$ cat src/rtl/bp_pkg.sv
// Shared types for the branch predictor: 2-bit direction counter and BTB entry layout.
package bp_pkg;

    typedef logic [1:0] ctr_t;

    localparam ctr_t SNT = 2'b00;
    localparam ctr_t WNT = 2'b01;
    localparam ctr_t WT  = 2'b10;
    localparam ctr_t ST  = 2'b11;

    // Tag and target are held at full address width; users compare zero-extended values
    // so any PC_W/ENTRIES combination (including a zero-width tag) fits one entry type.
    localparam int unsigned BP_AW = 32;

    typedef struct packed {
        logic             valid;
        logic [BP_AW-1:0] tag;
        logic [BP_AW-1:0] target;
        ctr_t             ctr;
    } btb_entry_t;

    localparam int unsigned ENTRY_W = $bits(btb_entry_t);

    function automatic ctr_t next_ctr(ctr_t ctr, logic taken);
        if (taken) begin
            return (ctr == ST) ? ST : ctr + 2'd1;
        end
        return (ctr == SNT) ? SNT : ctr - 2'd1;
    endfunction

endpackage

$ cat src/rtl/btb_table.sv
// Direct-mapped BTB storage: two combinational read ports, one synchronous write port.
module btb_table
    import bp_pkg::*;
#(
    parameter int unsigned ENTRIES = 16,
    localparam int unsigned IDX_W  = $clog2(ENTRIES)
) (
    input  logic               clk_i,
    input  logic               reset_i,
    input  logic [IDX_W-1:0]   rd_a_idx_i,
    output logic [ENTRY_W-1:0] rd_a_o,
    input  logic [IDX_W-1:0]   rd_b_idx_i,
    output logic [ENTRY_W-1:0] rd_b_o,
    input  logic               wr_en_i,
    input  logic [IDX_W-1:0]   wr_idx_i,
    input  logic [ENTRY_W-1:0] wr_entry_i
);

    btb_entry_t table_q [ENTRIES];

    assign rd_a_o = table_q[rd_a_idx_i];
    assign rd_b_o = table_q[rd_b_idx_i];

    always_ff @(posedge clk_i) begin
        if (reset_i) begin
            for (int unsigned i = 0; i < ENTRIES; i++) begin
                table_q[i] <= '0;
            end
        end else if (wr_en_i) begin
            table_q[wr_idx_i] <= wr_entry_i;
        end
    end

endmodule

$ cat src/rtl/branch_predict_unit.sv
// Branch resolver with BTB: same-cycle fetch prediction, EX resolution/redirect,
// table training and saturating control/mispredict statistics.
module branch_predict_unit
    import bp_pkg::*;
#(
    parameter int unsigned PC_W    = 9,
    parameter int unsigned ENTRIES = 16,
    parameter int unsigned STAT_W  = 16
) (
    input  logic              clk,
    input  logic              reset,
    input  logic [PC_W-1:0]   if_pc,
    output logic              pred_taken,
    output logic [PC_W-1:0]   pred_target,
    input  logic              ex_valid,
    input  logic [PC_W-1:0]   ex_pc,
    input  logic [31:0]       ex_imm,
    input  logic              ex_branch,
    input  logic              ex_jmp,
    input  logic              ex_jmpr,
    input  logic [31:0]       ex_alu_result,
    input  logic              ex_pred_taken,
    input  logic [PC_W-1:0]   ex_pred_target,
    output logic [31:0]       pc_imm,
    output logic [31:0]       pc_four,
    output logic              mispredict,
    output logic [31:0]       redirect_pc,
    output logic [STAT_W-1:0] stat_ctrl,
    output logic [STAT_W-1:0] stat_miss
);

    localparam int unsigned IDX_W = $clog2(ENTRIES);
    localparam int unsigned TAG_SH = IDX_W + 2;

    logic [IDX_W-1:0]   if_idx, ex_idx;
    logic [BP_AW-1:0]   if_tag, ex_tag;
    logic [ENTRY_W-1:0] if_raw, ex_raw, wr_raw;
    btb_entry_t         if_ent, ex_ent, wr_ent;
    logic               wr_en;
    logic               if_hit, ex_hit;

    logic               is_ctrl, taken;
    logic [31:0]        act_tgt;
    logic [PC_W-1:0]    act_tgt_w;

    logic [STAT_W-1:0]  stat_ctrl_q, stat_ctrl_d;
    logic [STAT_W-1:0]  stat_miss_q, stat_miss_d;

    // A shift of the zero-extended PC yields tag 0 when no tag bits exist.
    assign if_idx = if_pc[IDX_W+1:2];
    assign ex_idx = ex_pc[IDX_W+1:2];
    assign if_tag = BP_AW'(if_pc) >> TAG_SH;
    assign ex_tag = BP_AW'(ex_pc) >> TAG_SH;

    btb_table #(
        .ENTRIES (ENTRIES)
    ) u_btb (
        .clk_i      (clk),
        .reset_i    (reset),
        .rd_a_idx_i (if_idx),
        .rd_a_o     (if_raw),
        .rd_b_idx_i (ex_idx),
        .rd_b_o     (ex_raw),
        .wr_en_i    (wr_en),
        .wr_idx_i   (ex_idx),
        .wr_entry_i (wr_raw)
    );

    assign if_ent = if_raw;
    assign ex_ent = ex_raw;
    assign wr_raw = wr_ent;

    assign if_hit      = if_ent.valid && (if_ent.tag == if_tag);
    assign ex_hit      = ex_ent.valid && (ex_ent.tag == ex_tag);
    assign pred_taken  = if_hit && if_ent.ctr[1];
    assign pred_target = pred_taken ? if_ent.target[PC_W-1:0] : '0;

    logic unused_bits;
    assign unused_bits = ^if_ent.target;

    always_comb begin
        is_ctrl   = ex_branch | ex_jmp | ex_jmpr;
        taken     = (ex_branch & ex_alu_result[0]) | ex_jmp | ex_jmpr;
        pc_imm    = 32'(ex_pc) + ex_imm;
        pc_four   = 32'(ex_pc) + 32'd4;
        act_tgt   = ex_jmpr ? ex_alu_result : pc_imm;
        act_tgt_w = act_tgt[PC_W-1:0];

        mispredict  = 1'b0;
        redirect_pc = '0;
        if (ex_valid) begin
            mispredict  = (taken != ex_pred_taken) ||
                          (taken && (ex_pred_target != act_tgt_w));
            redirect_pc = taken ? act_tgt : pc_four;
        end
    end

    always_comb begin
        wr_en  = 1'b0;
        wr_ent = ex_ent;
        if (ex_valid) begin
            if (is_ctrl) begin
                if (ex_hit) begin
                    wr_en      = 1'b1;
                    wr_ent.ctr = next_ctr(ex_ent.ctr, taken);
                    if (taken) begin
                        wr_ent.target = BP_AW'(act_tgt_w);
                    end
                end else if (taken) begin
                    wr_en         = 1'b1;
                    wr_ent.valid  = 1'b1;
                    wr_ent.tag    = ex_tag;
                    wr_ent.target = BP_AW'(act_tgt_w);
                    wr_ent.ctr    = WT;
                end
            end else if (ex_pred_taken) begin
                // Non-control instruction hit a stale prediction: drop the aliasing entry.
                wr_en        = 1'b1;
                wr_ent.valid = 1'b0;
            end
        end
    end

    always_comb begin
        stat_ctrl_d = stat_ctrl_q;
        stat_miss_d = stat_miss_q;
        if (ex_valid && is_ctrl && (stat_ctrl_q != '1)) begin
            stat_ctrl_d = stat_ctrl_q + STAT_W'(1);
        end
        if (mispredict && (stat_miss_q != '1)) begin
            stat_miss_d = stat_miss_q + STAT_W'(1);
        end
    end

    always_ff @(posedge clk) begin
        if (reset) begin
            stat_ctrl_q <= '0;
            stat_miss_q <= '0;
        end else begin
            stat_ctrl_q <= stat_ctrl_d;
            stat_miss_q <= stat_miss_d;
        end
    end

    assign stat_ctrl = stat_ctrl_q;
    assign stat_miss = stat_miss_q;

endmodule

$ cat config.mk
export PLATFORM = sky130hd
export DESIGN_NAME = branch_predict_unit
export DESIGN_NICKNAME = d
export VERILOG_FILES = /design/src/rtl/bp_pkg.sv /design/src/rtl/btb_table.sv /design/src/rtl/branch_predict_unit.sv
export SDC_FILE = /design/constraint.sdc
export NUM_CORES = 1
export LEC_CHECK = 0
export CAP_MARGIN = 40
export CORE_MARGIN = 4
export CORE_UTILIZATION = 56
export CTS_BUF_LIST = sky130_fd_sc_hd__clkbuf_4 sky130_fd_sc_hd__clkbuf_8
export DETAILED_ROUTE_END_ITERATION = 10
export PLACE_DENSITY = 0.8
export SLEW_MARGIN = 40
export SYNTH_ARGS = -nofsm -noshare
export SYNTH_HDL_FRONTEND = slang
export SYNTH_SLANG_ARGS = --single-unit
$ cat constraint.sdc
create_clock -name clk -period 6 [get_ports clk]
set_input_delay 0.9 -clock clk [delete_from_list [all_inputs] [get_ports clk]]
set_output_delay 0.9 -clock clk [all_outputs]
set_load 0.005 [all_outputs]
==> results of run 1 <==
-- logic make-up (layout without fill, tap and decap cells) --
kind of cell / count (synthesis) / after routing / share of synthesized area (%)
AOI/OAI and AO/OA: 236 / 236 / 4.26
xor gates and xnor gates: 78 / 78 / 1.76
adders and majority gates: 17 / 17 / 0.561
buffers and inverters: 348 / 568 / 3.93
DFF: 736 / 736 / 56.1
muxes: 267 / 267 / 14.9
other: 1 / 24 / 0.00966
and+or+nand+nor: 1194 / 1194 / 18.5
-- area by class of cell --
| class | instances | area [um2] |
|---|---|---|
| Fill cell | 4797 | 24000 |
| Sequential cell | 736 | 21800 |
| Antenna cell | 2 | 5.00 |
| Tap cell | 931 | 1160 |
| Clock buffer | 155 | 1910 |
| Clock inverter | 57 | 412 |
| Multi-Input combinational cell | 1814 | 15900 |
| Inverter | 16 | 60.1 |
| Timing Repair Buffer | 340 | 3510 |
-- worst max-delay path: stages --
cell and delay (ns):
clkdlybuf4s50_1 0.46, ha_1 0.26, fa_1 0.42, a21o_1 0.23, a221oi_1 0.57, o21bai_1 0.12, a21oi_1 0.20, o21bai_1 0.14
nor2b_1 0.16, buf_4 0.19, and3_1 0.20, xor2_1 0.20, o211a_1 0.16, clkdlybuf4s50_1 0.53
-- layer usage --
metal	routed length (um)	GRT usage, %	part of all wire, %
met4	5930	15.0	4.9
met5	8	0	0.0066
met3	17300	8.88	14
met2	57400	51.7	47
met1	40400	41.7	33
-- power by group through the flow --
stage | clock network [mW] | logic (mW) | registers, mW
floorplan | 0 | 0.990 | 5.99
finish | 4.30 | 1.69 | 5.94
detailed placement | 0 | 1.65 | 6.03
global placement | 0 | 1.60 | 6.01
global route | 4.56 | 1.76 | 5.95
CTS | 4.30 | 1.66 | 5.93
-- path summary, 6_finish.rpt --
| check | end | slack, ns | cells after the start |
|---|---|---|---|
| max | redirect_pc[16] | 0.37 | 14 |
| min | stat_ctrl[8] | 0.51 | 2 |
| max reg2reg | u_btb.table_q[11][59] | 1.59 | 11 |
| min reg2reg | stat_ctrl[8] | 0.51 | 2 |
-- flip-flops by register name (all words and copies together), names as in the netlist --
name and count:
stat_ctrl 16, stat_miss 16, u_btb.table_q 704
-- what timing repair did --
| action | in CTS | in global routing |
|---|---|---|
| endpoints found under the hold margin | 0 | 0 |
| setup endpoints to repair | 0 | 1 |
| buffers inserted | 0 | 1 |
-- through the flow --
stage	hold slack, ns	setup slack (ns)	cells	util [%]	TNS (ns)
final	0.514	0.372	4051	65.1	0
after global routing	0.534	0.190	4050	65.1	0
after CTS	0.516	0.247	4048	65.1	0
after detailed placement	0.506	0.276	3836	61.7	0
after global placement	0.480	0.275	3833	61.5	0
after floorplan	0.483	-0.278	2898	-	-97.84
-- layout by cell type (no fill, tap or decap), types with 16 or more instances in the layout --
| cell type | Yosys | routed |
|---|---|---|
| nand4_1 | 21 | 21 |
| edfxtp_1 | 704 | 704 |
| clkinv_2 | 0 | 16 |
| and3_1 | 21 | 21 |
| inv_1 | 16 | 16 |
| xor2_1 | 31 | 31 |
| nor4_1 | 88 | 88 |
| o21bai_4 | 0 | 16 |
| buf_12 | 0 | 31 |
| and2_1 | 30 | 30 |
| xnor2_1 | 47 | 47 |
| nor2_1 | 74 | 73 |
| nor3_2 | 52 | 52 |
| clkbuf_4 | 0 | 36 |
| clkdlybuf4s50_1 | 0 | 204 |
| nor3b_1 | 296 | 296 |
| o21ai_0 | 36 | 35 |
| dfxtp_1 | 32 | 32 |
| nor3_1 | 399 | 399 |
| nand3_1 | 44 | 44 |
| conb_1 | 1 | 22 |
| a22oi_1 | 61 | 61 |
| mux4_2 | 249 | 249 |
| buf_4 | 28 | 95 |
| a21oi_1 | 50 | 43 |
| nand2_1 | 90 | 88 |
| clkinv_1 | 0 | 30 |
| clkbuf_8 | 0 | 119 |
==> flow_summary.toml, run 1 <==
[outcome]
run_status = "finished, final reports clean"

[global_routing]
grt_max_degree = 161
overflow = 0
grt_pass1_wl_mm = 181
grt_pass1_vias = 28800
grt_usage_pct = 32.4
antenna_found_initial = 3

[clock_network]
numCtsBuffers = 114
postCtsHoldBufs = 0
ctsResizeCount = 0
cts_tree = "built"
clk_pin_slew_ns = 0.06
root_buffer = "clkbuf_8"
insertion_delay_ns = 0.76
htree_levels = 3
cts_max_path_buffers = 3
numClockSinks = 736

[sta]
min_period_over_period_pct = 93.8
setup_viol = 0
fin_skew_ns = 0.0414
rsz0062_at_grt = "no"
period_minus_slack_ns = 5.63
hold_viol_final = 0
max_freq_mhz = 178
worstMarginPinSlew_ns = 0.857
slew_violations = 0
maxSlewHeadroom_pct = 42.9

[placement]
port_buffers = 212
dp_hpwl_mm = 77.8
gp_congestion = 0.945
detailed_place.area_mm2 = 0.0424

[floorplanning]
dieArea_mm2 = 0.0736
start_util_pct = 56.5
rows = 96
io_pins = 237
fp.dieW_um = 271
fp.dieH_um = 271
core_mm2 = 0.0687

[yosys]
synth_async_sr_flop_share_pct = 0
post_synth.cell_area_avg_um2 = 13.5
yosysWarnings = 0
synth.distinct_cells = 70
synth_top_area_cell = "edfxtp_1"
synthTopCellsByCount = "edfxtp_1, nor3_1, nor3b_1"
synth_area_mm2 = 0.0388
synth_cells = 2877
synth-seq-cells = 736
synth_most_common_cell = "edfxtp_1"
synth-edff-count = 704
ys_top_cells_by_area = "edfxtp_1, mux4_2, nor3b_1, nor3_1, clkbuf_1"
ys_seq_area_share_pct = 56.1
ys_dominant_reg_cell = "edfxtp_1"
synth_top_area_share_pct = 54.5

[worst_setup_path]
critPathMaxFanout = 9
rr_startpoint = "u_btb.table_q[2][49]"
crit_path_start_kind = "input port"
cp.arrival_ns = 4.73
worstSetupEndpointType = "primary output"
worstPathRequired_ns = 5.10
crit_start = "ex_pc[0]"
setup.worst_path.class = "in2out"

[cells_and_area]
finalInstanceArea_mm2 = 0.0448
area_delta_synth_final_pct = 15.3
nets = 3136
drive_gt1_share_pct = 22.2

[routing]
via_per_inst = 7.16
dr.pass1.iters = 6
num_vias = 29000
drt_iter0_drc = 4785
totalWireLength_mm = 121
route.detailed.drc = 0
routedWlPerCell_um = 29.9
drt.antenna.violating_nets = 0

[worst_hold_path]
hp-start = "stat_ctrl[8]"
hold_class = "reg2reg"

[power_and_ir_drop]
seqPwrFrac_pct = 49.8
switching_power_mw = 3.16
swShare_pct = 26.5
power_mw = 11.9
p_leak_nw = 14.3
p_comb_share_pct = 14.2
ir_drop_v = 0.000198
p_int_mw = 8.78
clock_power_share_pct = 36.0
p_per_area_mw_per_mm2 = 267

[job]
maxCapViolations = 0
No activity file was read; power rests on OpenSTA's default activity.
==> run 2, diff against run 1 <==
Settings changed: CORE_UTILIZATION 56 to 58, PLACE_DENSITY 0.8 to 0.81, SLEW_MARGIN 40 to 15, SYNTH_HIERARCHICAL set to 1.
==> flow_summary.toml, run 2 <==
[worst_setup_path]
critPathSlowestCell = "clkdlybuf4s50_1"
worstPathRequired_ns = 5.10
setup.worst_path.class = "in2out"
worstSetupEndpointType = "primary output"
cp.arrival_ns = 4.60
crit_chain = "buf_8 -> buf_4 -> mux4_2 -> a22oi_1 -> nand2_1 -> nor3_1 -> nand4_1 -> nor3_2 -> buf_12 -> and2_1 -> clkdlybuf4s50_1"
critPathMaxStageDelay_ns = 0.59
crit_path_start_kind = "input port"
critPathMaxFanout = 40

[clock_network]
cts_tree = "built"
clk_pin_slew_ns = 0.06
postCtsHoldBufs = 0
numCtsBuffers = 117
insertion_delay_ns = 0.77
ctsResizeCount = 0
numClockSinks = 736
root_buffer = "clkbuf_8"
cts_max_path_buffers = 3
post_cts_buffers = 0
htree_levels = 3

[cells_and_area]
top_register = "u_btb/table_q"
layout_common_cells = "and2_1, edfxtp_1, mux4_2, clkdlybuf4s50_1, a22oi_1"
seqCellArea_mm2 = 0.0218
area_delta_synth_final_pct = 17.1
multiInputGateArea_mm2 = 0.0178
final_common_cell = "and2_1"
fill_cells = 4599
nets = 3299
drive_gt1_share_pct = 26.3
final_cells = 4232
largest_reg_flops = 704

[floorplanning]
core_mm2 = 0.0701
fp.dieH_um = 274
io_pins = 237
rows = 97
fp.dieW_um = 274
start_util_pct = 58.6
dieArea_mm2 = 0.0752

[global_routing]
overflow = 0
grt_usage_pct = 32.9
grt_pass1_vias = 29500
grt_max_degree = 51
grt_pass1_wl_mm = 183
antenna_found_initial = 2

[placement]
dp_cells = 4007
gp_congestion = 0.913
dp_hpwl_mm = 80.7
port_buffers = 212

[sta]
max_freq_mhz = 182
rsz0062_at_grt = "no"
fin_skew_ns = 0.0595
maxSlewHeadroom_pct = 39.5
finalSetupTns_ns = 0
slew_violations = 0
setup_viol = 0
worstMarginPinSlew_ns = 0.894
min_period_over_period_pct = 91.7
hold_viol_final = 0
period_minus_slack_ns = 5.50

[routing]
routedWlPerCell_um = 29.2
drt_iter0_drc = 4087
dr.pass1.iters = 6
drt.antenna.violating_nets = 0
totalWireLength_mm = 124
route.detailed.drc = 0
via_per_inst = 6.72
num_vias = 28400

[outcome]
run_status = "finished, final reports clean"

[power_and_ir_drop]
swShare_pct = 25.9
p_per_area_mw_per_mm2 = 249
clock_power_share_pct = 36.0
p_int_mw = 8.88
p_comb_share_pct = 14.6
p_leak_nw = 17.8
ir_drop_v = 0.000217
switching_power_mw = 3.10
seqPwrFrac_pct = 49.4

[yosys]
yosysWarnings = 6
synth_area_mm2 = 0.0411
post_synth.cell_area_avg_um2 = 14.0
synth_cells = 2947

[job]
maxCapViolations = 0

[worst_hold_path]
hold_class = "in2reg"
run 2: path summary, 6_finish.rpt:
check / startpoint / end / slack (ns) / cells past startpoint
max: if_pc[2] / pred_target[2] / 0.50 / 11
min: reset / stat_miss[1] / 0.52 / 2
max reg2reg: u_btb/table_q[10][46] / u_btb/table_q[0][39] / 0.83 / 17
min reg2reg: stat_miss[10] / stat_miss[10] / 0.52 / 2
run 2: metrics by stage:
step / hold WS (ns) / instance area, um2 / setup slack, ns / utilization (%) / total power [mW]
finish: 0.515 / 48100 / 0.499 / 68.6 / 12.0
global route: 0.532 / 48100 / 0.237 / 68.6 / 12.3
CTS: 0.468 / 48100 / 0.534 / 68.5 / 12.0
detailed placement: 0.511 / 45700 / -0.127 / 65.2 / 7.72
global placement: 0.488 / 45700 / -0.120 / 65.1 / 7.65
floorplan: 0.479 / 41200 / 0.776 / - / 6.97
run 2: layout make-up:
cell class	instances	area share [%]
clock inverters	60	0.879
inverters	19	0.148
well taps	940	2.44
diodes	7	0.0364
repair buffers	440	10.2
multi-input cells	1874	37.1
clock buffers	156	4.01
flip-flops and latches	736	45.3
run 2: metal layers:
| layer | part of all wire, % | vias up | wire [um] | global-route usage, % |
|---|---|---|---|---|
| li1 | - | 11600 | - | - |
| met4 | 5.4 | 0 | 6690 | 16.3 |
| met5 | 0 | - | 0 | 0 |
| met3 | 13 | 466 | 16400 | 8.75 |
| met1 | 33 | 14000 | 41300 | 41.6 |
| met2 | 48 | 2378 | 59400 | 53.0 |
run 2: power groups by stage:
stage | logic, mW | registers (mW) | clock network [mW]
CTS | 1.71 | 5.91 | 4.35
detailed placement | 1.70 | 6.01 | 0
floorplan | 1.00 | 5.97 | 0
global placement | 1.67 | 5.98 | 0
finish | 1.75 | 5.91 | 4.31
global route | 1.83 | 5.93 | 4.58
run 2: worst max-delay path: cells and delay by family:
kind,cells,cell delay [ns]
compound gates,1,0.25
buf+inv,4,1.63
simple gates,5,1.20
mux,1,0.57
